[src/rtl/btn_ram_pkg.sv]
// Shared FSM encoding and default parameter constants for the button/RAM toggler.
package btn_ram_pkg;

  localparam int unsigned DEF_NCH        = 3;
  localparam int unsigned DEF_AW         = 16;
  localparam int unsigned DEF_DW         = 32;
  localparam int unsigned DEF_BASE_ADDR  = 1;
  localparam int unsigned DEF_DEB_CYCLES = 500000;

  typedef enum logic [2:0] {
    ST_INIT_RD,
    ST_INIT_LD,
    ST_IDLE,
    ST_RD,
    ST_WR
  } state_e;

endpackage

[src/rtl/btn_debounce.sv]
// Two-flop synchronizer plus stability-window debouncer for one active-low button.
module btn_debounce
  import btn_ram_pkg::*;
#(
  parameter int unsigned DEB_CYCLES = DEF_DEB_CYCLES
) (
  input  logic clk,
  input  logic rst_n,
  input  logic btn_n,
  output logic level,
  output logic press
);

  localparam int unsigned CNTW = (DEB_CYCLES > 1) ? $clog2(DEB_CYCLES + 1) : 1;

  logic            sync1;
  logic            sync2;
  logic [CNTW-1:0] cnt;

  // Bring the asynchronous button into the clk domain; idle level is released (1).
  always_ff @(posedge clk or negedge rst_n) begin
    if (!rst_n) begin
      sync1 <= 1'b1;
      sync2 <= 1'b1;
    end else begin
      sync1 <= btn_n;
      sync2 <= sync1;
    end
  end

  // Adopt the synchronized level only after it has disagreed for DEB_CYCLES cycles in a row.
  always_ff @(posedge clk or negedge rst_n) begin
    if (!rst_n) begin
      level <= 1'b1;
      cnt   <= '0;
      press <= 1'b0;
    end else begin
      press <= 1'b0;
      if (sync2 == level) begin
        cnt <= '0;
      end else if (32'(cnt) == DEB_CYCLES - 1) begin
        level <= sync2;
        cnt   <= '0;
        press <= ~sync2;
      end else begin
        cnt <= cnt + CNTW'(1);
      end
    end
  end

endmodule

[src/rtl/btn_ram_toggler.sv]
// Debounced buttons toggle bit 0 of per-channel RAM words; LEDs mirror the stored bits.
module btn_ram_toggler
  import btn_ram_pkg::*;
#(
  parameter int unsigned    NCH        = DEF_NCH,
  parameter int unsigned    AW         = DEF_AW,
  parameter int unsigned    DW         = DEF_DW,
  parameter logic [AW-1:0]  BASE_ADDR  = AW'(DEF_BASE_ADDR),
  parameter int unsigned    DEB_CYCLES = DEF_DEB_CYCLES
) (
  input  logic           clk,
  input  logic           rst_n,
  input  logic [NCH-1:0] buttons,
  output logic [NCH-1:0] leds,
  output logic [AW-1:0]  mem_addr,
  output logic [DW-1:0]  mem_wdata,
  output logic           mem_we,
  input  logic [DW-1:0]  mem_rdata
);

  localparam int unsigned CW = (NCH > 1) ? $clog2(NCH) : 1;

  state_e         state;
  state_e         state_nxt;
  logic [NCH-1:0] deb_level;
  logic [NCH-1:0] deb_press;
  logic [NCH-1:0] press_ev;
  logic [NCH-1:0] pending;
  logic [NCH-1:0] pending_nxt;
  logic [NCH-1:0] overrun;
  logic [NCH-1:0] overrun_nxt;
  logic [NCH-1:0] leds_nxt;
  logic [CW-1:0]  scan_idx;
  logic [CW-1:0]  scan_nxt;
  logic [CW-1:0]  cur;
  logic [CW-1:0]  cur_nxt;
  logic [CW-1:0]  rr_ptr;
  logic [CW-1:0]  rr_nxt;
  logic [CW-1:0]  cand;
  logic [CW-1:0]  grant_ch;
  logic           grant_vld;
  logic           scan_last;
  logic [AW-1:0]  addr_nxt;
  logic           we_nxt;
  logic [DW-1:0]  wdata_q;
  logic [DW-1:0]  wdata_nxt;
  logic [DW-1:0]  flip_data;

  // One synchronizer/debouncer per channel.
  for (genvar i = 0; i < NCH; i++) begin : g_deb
    btn_debounce #(
      .DEB_CYCLES (DEB_CYCLES)
    ) u_deb (
      .clk   (clk),
      .rst_n (rst_n),
      .btn_n (buttons[i]),
      .level (deb_level[i]),
      .press (deb_press[i])
    );
  end

  // A press pulse always coincides with the debounced level going low.
  assign press_ev  = deb_press & ~deb_level;
  assign flip_data = mem_rdata ^ DW'(1);
  assign scan_last = (32'(scan_idx) == NCH - 1);

  // Read data only arrives in WR, so the write word is steered straight from the RAM then.
  assign mem_wdata = (state == ST_WR) ? flip_data : wdata_q;

  // Round-robin pick: first pending channel at or after rr_ptr.
  always_comb begin
    grant_vld = 1'b0;
    grant_ch  = '0;
    cand      = '0;
    for (int unsigned k = 0; k < NCH; k++) begin
      cand = CW'((32'(rr_ptr) + k) % NCH);
      if (!grant_vld && pending[cand]) begin
        grant_vld = 1'b1;
        grant_ch  = cand;
      end
    end
  end

  // State register.
  always_ff @(posedge clk or negedge rst_n) begin
    if (!rst_n) begin
      state <= ST_INIT_RD;
    end else begin
      state <= state_nxt;
    end
  end

  // Next-state logic.
  always_comb begin
    state_nxt = state;
    case (state)
      ST_INIT_RD: state_nxt = ST_INIT_LD;
      ST_INIT_LD: state_nxt = scan_last ? ST_IDLE : ST_INIT_RD;
      ST_IDLE:    if (grant_vld) state_nxt = ST_RD;
      ST_RD:      state_nxt = ST_WR;
      ST_WR:      state_nxt = ST_IDLE;
      default:    state_nxt = ST_INIT_RD;
    endcase
  end

  // Next values of the registered outputs and bookkeeping.
  always_comb begin
    scan_nxt    = scan_idx;
    cur_nxt     = cur;
    rr_nxt      = rr_ptr;
    addr_nxt    = mem_addr;
    we_nxt      = 1'b0;
    wdata_nxt   = wdata_q;
    leds_nxt    = leds;
    pending_nxt = pending;
    case (state)
      ST_INIT_LD: begin
        leds_nxt[scan_idx] = mem_rdata[0];
        if (!scan_last) begin
          scan_nxt = scan_idx + CW'(1);
          addr_nxt = BASE_ADDR + AW'(scan_idx) + AW'(1);
        end
      end
      ST_IDLE: begin
        if (grant_vld) begin
          cur_nxt  = grant_ch;
          addr_nxt = BASE_ADDR + AW'(grant_ch);
        end
      end
      ST_RD: we_nxt = 1'b1;
      ST_WR: begin
        wdata_nxt        = flip_data;
        leds_nxt[cur]    = flip_data[0];
        pending_nxt[cur] = 1'b0;
        rr_nxt           = (32'(cur) == NCH - 1) ? '0 : cur + CW'(1);
      end
      default: ;
    endcase
    // Applied after the service clear so a same-cycle press re-arms the channel.
    overrun_nxt = overrun | (press_ev & pending_nxt);
    pending_nxt = pending_nxt | press_ev;
  end

  // Datapath and output registers.
  always_ff @(posedge clk or negedge rst_n) begin
    if (!rst_n) begin
      scan_idx <= '0;
      cur      <= '0;
      rr_ptr   <= '0;
      mem_addr <= BASE_ADDR;
      mem_we   <= 1'b0;
      wdata_q  <= '0;
      leds     <= '0;
      pending  <= '0;
      overrun  <= '0;
    end else begin
      scan_idx <= scan_nxt;
      cur      <= cur_nxt;
      rr_ptr   <= rr_nxt;
      mem_addr <= addr_nxt;
      mem_we   <= we_nxt;
      wdata_q  <= wdata_nxt;
      leds     <= leds_nxt;
      pending  <= pending_nxt;
      overrun  <= overrun_nxt;
    end
  end

endmodule

[config.mk]
export PLATFORM = sky130hd
export DESIGN_NAME = btn_ram_toggler
export DESIGN_NICKNAME = d
export VERILOG_FILES = /design/src/rtl/btn_ram_pkg.sv /design/src/rtl/btn_debounce.sv /design/src/rtl/btn_ram_toggler.sv
export SDC_FILE = /design/constraint.sdc
export NUM_CORES = 1
export LEC_CHECK = 0
export ABC_AREA = 1
export BUFFER_PORTS_ARGS = -buffer_cell sky130_fd_sc_hd__buf_2
export CORE_ASPECT_RATIO = 0.75
export CORE_MARGIN = 2
export CORE_UTILIZATION = 59
export CTS_BUF_LIST = sky130_fd_sc_hd__clkbuf_4 sky130_fd_sc_hd__clkbuf_8 sky130_fd_sc_hd__clkbuf_16
export CTS_CLUSTER_SIZE = 28
export DETAILED_ROUTE_END_ITERATION = 7
export GPL_TIMING_DRIVEN = 0
export PLACE_DENSITY = 0.82
export SLEW_MARGIN = 20
export SYNTH_ARGS = -nofsm -noshare
export SYNTH_HDL_FRONTEND = slang
export SYNTH_SLANG_ARGS = --single-unit
[constraint.sdc]
create_clock -name clk -period 3.35 [get_ports clk]
set_input_delay 0.5025 -clock clk [delete_from_list [all_inputs] [get_ports clk]]
set_output_delay 0.5025 -clock clk [all_outputs]
set_load 0.005 [all_outputs]
==> results of run 1 <==
[kinds of logic after synthesis]
group                      Yosys count  share of synthesized area (%)
other                                1                         0.0631
adders and majority gates           10                           2.10
DFF                                120                           50.7
AOI/OAI and AO/OA                   48                           4.67
and+or+nand+nor                    428                           32.2
buffers and inverters              104                           7.49
xor gates and xnor gates            19                           2.80
[report_power, final]
group	internal [uW]	total [uW]	switching [uW]
registers	1470	1480	14.7
logic	42.2	107	64.8
clock network	1110	1710	598
total	2620	3300	677
[per-layer routing]
metal | global-route usage [%] | up-vias
li1 | - | 2548
met4 | 9.12 | 0
met1 | 34.3 | 2397
met2 | 39.6 | 204
met5 | 0 | -
met3 | 5.59 | 29
[metrics by stage]
step	cell area [sq um]	hold slack, ns	worst slack (ns)	total power, uW	std cells
after floorplan	5990	0.207	1.62	1550	742
after global placement	6530	0.346	0.366	1610	949
after detailed placement	6570	0.347	1.13	1610	950
after CTS	7130	0.0795	0.683	3320	982
after global routing	7130	0.101	0.458	3410	982
final	7130	0.0625	0.681	3300	982
[cells in the final DEF (no fill, tap or decap), types with 4 or more instances in the layout]
cell and instances:
nor2_1 98, xor2_1 16, nand3_1 40, buf_4 13, dfrtp_1 110, a21oi_1 15, conb_1 13, a31oi_1 7
nand2_1 202, dfstp_2 10, inv_1 79, inv_2 4, nor3_1 24, ha_1 10, or2_2 5, nand4_1 31
clkbuf_4 6, nor3_2 7, clkbuf_8 6, nand2_2 4, buf_2 79, o21ai_0 16, nor3b_1 5, clkbuf_16 17
[critical path, cell delays in order (launching register included)]
cell      delay, ns
dfrtp_1        0.46
inv_2          0.07
nor3_4         0.45
clkbuf_1       0.45
nand2_1        0.10
nand2_1        0.11
buf_2          0.12
[worst max path at each step]
stage,endpoint,start
3_5_place_dp,mem_wdata[23],state[2]
6_report,mem_wdata[27],state[2]
3_3_place_gp,g_deb[2].u_deb.cnt[12],rst_n
5_1_grt,mem_wdata[21],state[2]
2_1_floorplan,mem_wdata[22],state[0]
4_1_cts,mem_wdata[23],state[2]
[state kept, by name, summed over array words and instances (netlist names), 3 cells and up]
| register | flops |
|---|---|
| g_deb.u_deb.cnt | 57 |
| g_deb.u_deb.level | 3 |
| wdata_q | 32 |
| pending | 3 |
| mem_addr | 3 |
| g_deb.u_deb.sync1 | 3 |
| state | 3 |
| g_deb.u_deb.sync2 | 3 |
| g_deb.u_deb.press | 3 |
| leds | 3 |
[layout make-up]
cell class / count / area share (%)
Sequential cell: 120 / 42.3
Multi-Input combinational cell: 518 / 35.5
Clock buffer: 29 / 7.75
Timing Repair Buffer: 76 / 5.73
Inverter: 83 / 4.37
Tap cell: 132 / 2.31
Buffer: 21 / 1.88
Clock inverter: 3 / 0.210
[synth_stat cells (all sizes together)]
cell type	n
xnor2	3
nor3	33
a211oi	3
o21a	1
conb	1
ha	10
nand2	206
nor2	103
or2	6
dfstp	10
a31o	2
inv	83
a31oi	7
o21ai	17
nand4	31
clkbuf	3
nor3b	5
buf	18
a21oi	15
xor2	16
nor4	3
a22o	3
nand3	41
dfrtp	110
==> summary.txt, run 1 <==
Run status
  • Outcome: complete, no violations

Global route
  • First-pass GRT wire length: about 22,000 um
  • Largest net degree at the start of global routing: 62
  • Antenna violations before repair: 0
  • Grt total ovfl: 0
  • Vias in the first global route: between 4,000 and 5,000
  • Global-route usage over all layers: approximately a quarter

Route
  • 1st-iter DRT viols: 405
  • Post-DR wirelength/cell: between 10 and 15 um
  • Post-Route WL: between 10,000 and 15,000 um
  • DRT antenna net count: 0
  • DRT met1 WL: approximately 5900 um
  • TritonRoute pass-1 iters: 5
  • Routed length on met2: 6000 um
  • # DRC: 0
  • Vias: roughly 5,200
  • Vias per std cell: roughly 5.3
  • Met3 wire length: between 800 and 900 um
  • Max Used Layer: met4

Synth
  • Synthesized instance count: between 700 and 800
  • Synth area leaders: dfrtp_1, nand2_1, nor2_1
  • Synthesis Warnings: 0
  • Sequential area share after synthesis: approximately half
  • Synth cell types: 34
  • Area leader, netlist: dfrtp_1
  • Mean cell area of the mapped netlist: slightly above 8 sq um
  • Post-synthesis register bit count: 120
  • Mapped Area: roughly 0.006 sq mm
  • Top-area cell type share of the netlist area: between 40% and 50%

Cells and area
  • Ant diodes: 0
  • Register area: slightly above 0.003 sq mm
  • Multi-input logic area: about 0.0025 sq mm
  • Share of layout cells above drive strength 1: between 10% and 20%
  • Nets: approximately 880
  • Final Core Density: between 70% and 80%
  • Layout area overhead: 20.0%
  • Filler cells: between 600 and 700

Timing
  • Unrepaired setup endpoints after global routing: false
  • Hold Vio Cnt, Final: 0
  • Worst Skew: roughly 0.0075 ns
  • Final setup fails: 0
  • Worst-Margin Slew: approximately 0.57 ns
  • Tcrit/Tclk final: about four fifths
  • Headroom to the max-slew limit: between 60% and 70%
  • Max frequency: ~370 MHz
  • Setup TNS: 0 ns
  • Slew Viols, Final: 0
  • Tmin final: ~2.7 ns

Clock network
  • CTS H-tree lvls: 4
  • CTS Buffer Depth: 2
  • Clock root cell: clkbuf_16
  • Hold Buf Count CTS: 0
  • CTS clk-pin slew, worst paths: around 0.05 ns
  • Worst skew pair latency: around 0.41 ns
  • CTS sink count: 120
  • CTS resizes: 0
  • CTS tree: yes
  • Num CTS Buffers: 17
  • Setup bufs post-CTS: 0

Setup path
  • Startpoint types: flop
  • RR Startpoint: rr_ptr[0]
  • Crit path DAT: 2.17 ns
  • Reg2Reg Setup Slack: approximately 1.4 ns
  • Worst-path fanout max: 10
  • Crit path required time: approximately 2.9 ns
  • Reg2reg end: mem_addr[0]
  • Crit end category: output port
  • Reg2Reg Depth: 12
  • Critical path class: reg2out

Power and ir drop
  • Pleak: between 0.003 and 0.004 uW
  • P per Cell Area: ~460 mW/mm^2
  • Max VDD drop: between 0.3 and 0.4 mV

Floorplan
  • Row cnt: 31
  • IO Pins: just under 90
  • Die Span Y: between 90 and 100 um
  • Core area: roughly 0.0097 sq mm
  • Starting Density: between 60% and 70%
  • Die ar.: roughly 0.011 sq mm
  • Chip width: ~120 um

Placement
  • IO buf count: 75
  • Final HPWL DP: 9190 um
  • GPL Wtd Cong: approximately 0.95

Run
  • Max-Cap Viols: 0

Worst hold path
  • Hold Path Class: in2async
(Power assumes the default switching activity.)
==> run 2: changes to the inputs <==
Settings changed: ABC_AREA 1 to 0, CORE_UTILIZATION 59 to 51, PLACE_DENSITY 0.82 to 0.76.
Clock period 3.35 ns to 2.3 ns, I/O delays scaled along.
==> run 2 against run 1 <==
Critical path type is now reg2reg. Sequential share of layout area is 1.4 points higher. Synthesized cell count down 23%. Flip-flop and latch count unchanged. Largest cell class unchanged. Clock-buffer cell count down 9. Critical endpoint is now mem_addr[1].
==> summary.txt, run 2 <==
Run status
  • Outcome: complete, no violations (unchanged)

Global route
  • Grt met3 use: 5.44% (was 5.59%)
  • M1 GR Usage: 27.4% (was 34.3%)
  • Grt total ovfl: 0 (unchanged)
  • Antenna violations before repair: 0 (unchanged)
  • Largest net degree at the start of global routing: 69 (was 62)
  • Global-route usage over all layers: 20.2% (was 25.1%)
  • Met2 Use GR: 31.0% (was 39.6%)
  • Vias in the first global route: 4,052 (was 4,805)
  • First-pass GRT wire length: 19,000 um (was 21,900 um)
  • GR peak layer: met2 (unchanged)

Synth
  • Synth cell types: 51 (was 34)
  • Most used standard cell by instance count after synthesis: nand2_1 (unchanged)
  • Sequential area share after synthesis: 54.3% (was 50.7%)
  • Mean cell area of the mapped netlist: 9.92 sq um (was 8.15 sq um)
  • Post-synth EDFFs: 0 (unchanged)
  • Area leader, netlist: dfrtp_1 (unchanged)
  • Synth top cells by count: nand2_1, dfrtp_1, nor2_1 (unchanged)
  • Post-synthesis register bit count: 120 (unchanged)
  • Synthesis Warnings: 0 (unchanged)
  • Top-area cell type share of the netlist area: 49.6% (was 46.3%)
  • Mapped Area: 0.00555 sq mm (was 0.00595 sq mm)
  • Asr flop ratio synth: 100% (unchanged)
  • Synthesized instance count: 560 (was 730)
  • Synth area leaders: dfrtp_1, nand2_1, xor2_1 (was dfrtp_1, nand2_1, nor2_1)
  • Top_reg_cell synth: dfrtp_1 (unchanged)

Setup path
  • Most numerous cell on the critical path: mux2i_1 (was nand2_1)
  • Crit path DAT: 2.50 ns (was 2.17 ns)
  • Startpoint types: flop (unchanged)
  • Reg2Reg Depth: 8 (was 12)
  • RR Startpoint: rr_ptr[0] (unchanged)
  • Worst path slowest cell: dfrtp_1 (unchanged)
  • Worst-path fanout max: 6 (was 10)
  • Largest stage delay on the critical path: 0.39 ns (was 0.46 ns)
  • Crit path required time: 2.59 ns (was 2.85 ns)
  • Crit end category: flop (was output port)
  • Reg2Reg Setup Slack: 0.09 ns (was 1.35 ns)
  • Crit-path cells: inv_1 -> ha_2 -> mux2i_1 -> nor2_2 -> mux2i_1 -> a22oi_1 -> o31a_1 -> mux2_2 (was inv_2 -> nor3_4 -> clkbuf_1 -> nand2_1 -> nand2_1 -> buf_2)
  • Critical path class: reg2reg (was reg2out)
  • Reg2reg end: mem_addr[1] (was mem_addr[0])

Timing
  • Hold Vio Cnt, Final: 0 (unchanged)
  • Worst-Margin Slew: 0.719 ns (was 0.567 ns)
  • Final setup fails: 0 (unchanged)
  • Headroom to the max-slew limit: 52.0% (was 62.1%)
  • Tcrit/Tclk final: just under 100%
  • Max frequency: 452 MHz
  • Worst Skew: 0.00539 ns (was 0.00753 ns)
  • Unrepaired setup endpoints after global routing: true (was false)
  • Slew Viols, Final: 0 (unchanged)
  • Setup TNS: 0 ns (unchanged)
  • Tmin final: 2.21 ns

Clock network
  • Clock root cell: clkbuf_16 (unchanged)
  • Worst skew pair latency: 0.41 ns (about the same)
  • CTS clk-pin slew, worst paths: 0.05 ns (about the same)
  • CTS tree: yes (unchanged)
  • CTS Buffer Depth: 2 (unchanged)
  • Num CTS Buffers: 17 (unchanged)
  • CTS sink count: 120 (unchanged)
  • CTS H-tree lvls: 4 (unchanged)

Route
  • Vias: 4,148 (was 5,178)
  • 1st-iter DRT viols: 369 (was 405)
  • Vias per std cell: 5.05 (was 5.27)
  • Post-Route WL: 11,300 um (was 13,000 um)
  • DRT antenna net count: 0 (unchanged)
  • # DRC: 0 (unchanged)
  • TritonRoute pass-1 iters: 4 (was 5)
  • Post-DR wirelength/cell: 13.7 um (was 13.3 um)

Cells and area
  • Final Instance Count excl. Fillers: 821 (was 982)
  • Flip-flop count of the largest register after layout: 57 (unchanged)
  • Most frequent cells in the layout: nand2_1, dfrtp_1, buf_2 (was nand2_1, dfrtp_1, nor2_1)
  • Share of layout cells above drive strength 1: 26.0% (was 19.5%)
  • Layout area overhead: 24.6% (was 20.0%)
  • Nets: 719 (was 884)
  • Finished layout cell area: 0.00692 sq mm (was 0.00713 sq mm)
  • Top reg by flops: g_deb.u_deb.cnt (unchanged)
  • Ant diodes: 0 (unchanged)
  • Final Core Density: 66.2% (was 73.3%)
  • Largest registers: g_deb.u_deb.cnt: 57 flops, wdata_q: 32 flops (unchanged)
  • Commonest non-fill, non-tap cell in the layout: nand2_1 (unchanged)

Floorplan
  • IO Pins: 89 (unchanged)
  • Starting Density: 53.1% (was 61.1%)
  • Die ar.: 0.0117 sq mm (was 0.0109 sq mm)
  • Chip width: 125 um (was 120 um)
  • Row cnt: 32 (was 31)
  • Core area: 0.0105 sq mm (was 0.00974 sq mm)
  • Die Span Y: 94.4 um (was 90.9 um)

Worst hold path
  • Hold Path Class: in2reg (was in2async)
  • Hold Path Depth: 1
  • HP Start: buttons[1]
  • Min-Delay Endpoint: g_deb[1].u_deb.sync1

Run
  • Max-Cap Viols: 0 (unchanged)

Power and ir drop
  • Max VDD drop: 0.516 mV (was 0.349 mV)
  • P per Cell Area: 726 mW/mm^2 (was 462 mW/mm^2)
  • Pleak: 0.00320 uW (was 0.00330 uW)

Placement
  • Placed insts: 784 (was 950)
  • GPL Wtd Cong: 0.854 (was 0.949)
  • Final HPWL DP: 7680 um (was 9190 um)
  • IO buf count: 75 (unchanged)
  • Cell Area, Placed: 0.00618 sq mm (was 0.00657 sq mm)
run 2: cell count changes after synthesis, moves of 6 or more:
| cell | previous run | this run |
|---|---|---|
| nand2_1 | 202 | 122 |
| nor2_1 | 98 | 69 |
| nand4_1 | 31 | 11 |
| and3_1 | 0 | 16 |
| inv_1 | 79 | 16 |
| and2_1 | 0 | 7 |
| mux2_2 | 0 | 6 |
| xor2_1 | 16 | 36 |
| nand3_1 | 40 | 25 |
| nor3_1 | 24 | 3 |
| nor3_2 | 7 | 0 |
| a21oi_1 | 15 | 1 |
| xnor2_1 | 3 | 20 |
run 2: where the power goes:
part	internal (uW)	switching, uW
combinational	67.8	89.3
sequential	2140	17.7
clock	1780	935
run 2: critical path, delay by kind of cell (launching register included):
family                   cells  cell delay [ns]
multiplexers                 3             0.63
AO/OA/AOI/OAI                2             0.48
flip-flops                   1             0.39
adder cells (fa/ha/maj)      1             0.28
AND/OR/NAND/NOR              1             0.17
buffers and inverters        1             0.15
run 2: stage by stage:
step	worst slack [ns]	hold WS, ns	power, uW
floorplan	0.317	0.0494	2250
global placement	-0.518	0.347	2340
detailed placement	0.0384	0.326	2350
CTS	0.00466	0.0155	5090
global route	-0.0311	0.00989	5210
finish	0.0862	0.0334	5030
run 2: how the worst max path moves through the flow:
stage | from | endpoint | slack, ns | depth (start not counted)
after CTS | state[0] | mem_wdata[27] | 0.005 | 6
after global routing | rr_ptr[0] | mem_addr[1] | -0.03 | 8
after detailed placement | rr_ptr[0] | mem_addr[1] | 0.04 | 8
after global placement | rst_n | g_deb[0].u_deb.cnt[9] | -0.52 | 1
after floorplan | rr_ptr[0] | mem_addr[1] | 0.32 | 8
final | rr_ptr[0] | mem_addr[1] | 0.09 | 8
run 2: what timing repair did:
action / CTS / global route
hold buffers: 1 / 0
gates resized for setup: 8 / 27
setup buffers: 0 / 4
hold endpoints to repair: 43 / 0
pin swaps: 0 / 0
setup endpoints to repair: 30 / 34
run 2: layout make-up:
cell class / instances / area, sq um
fillers: 826 / 3530
flip-flops and latches: 120 / 3020
multi-input cells: 408 / 2400
clock buffers: 20 / 467
repair buffers: 81 / 449
plain buffers: 28 / 211
well taps: 136 / 170
clock inverters: 12 / 149
inverters: 16 / 60.1
run 2: per-layer routing:
layer | vias up | routed length [um]
met1 | 1987 | 5220
met2 | 101 | 5350
met3 | 13 | 518
met4 | 0 | 165
met5 | - | 0
li1 | 2047 | -
run 2: cell families after synthesis:
family                   Yosys count  share of synthesized area (%)
AND/OR/NAND/NOR                  289                           24.4
flip-flops                       120                           54.3
XOR/XNOR                          56                           8.83
buffers and inverters             44                           4.51
AO/OA/AOI/OAI                     29                           3.54
multiplexers                      11                           2.12
adder cells (fa/ha/maj)           10                           2.25
other                              1                         0.0675
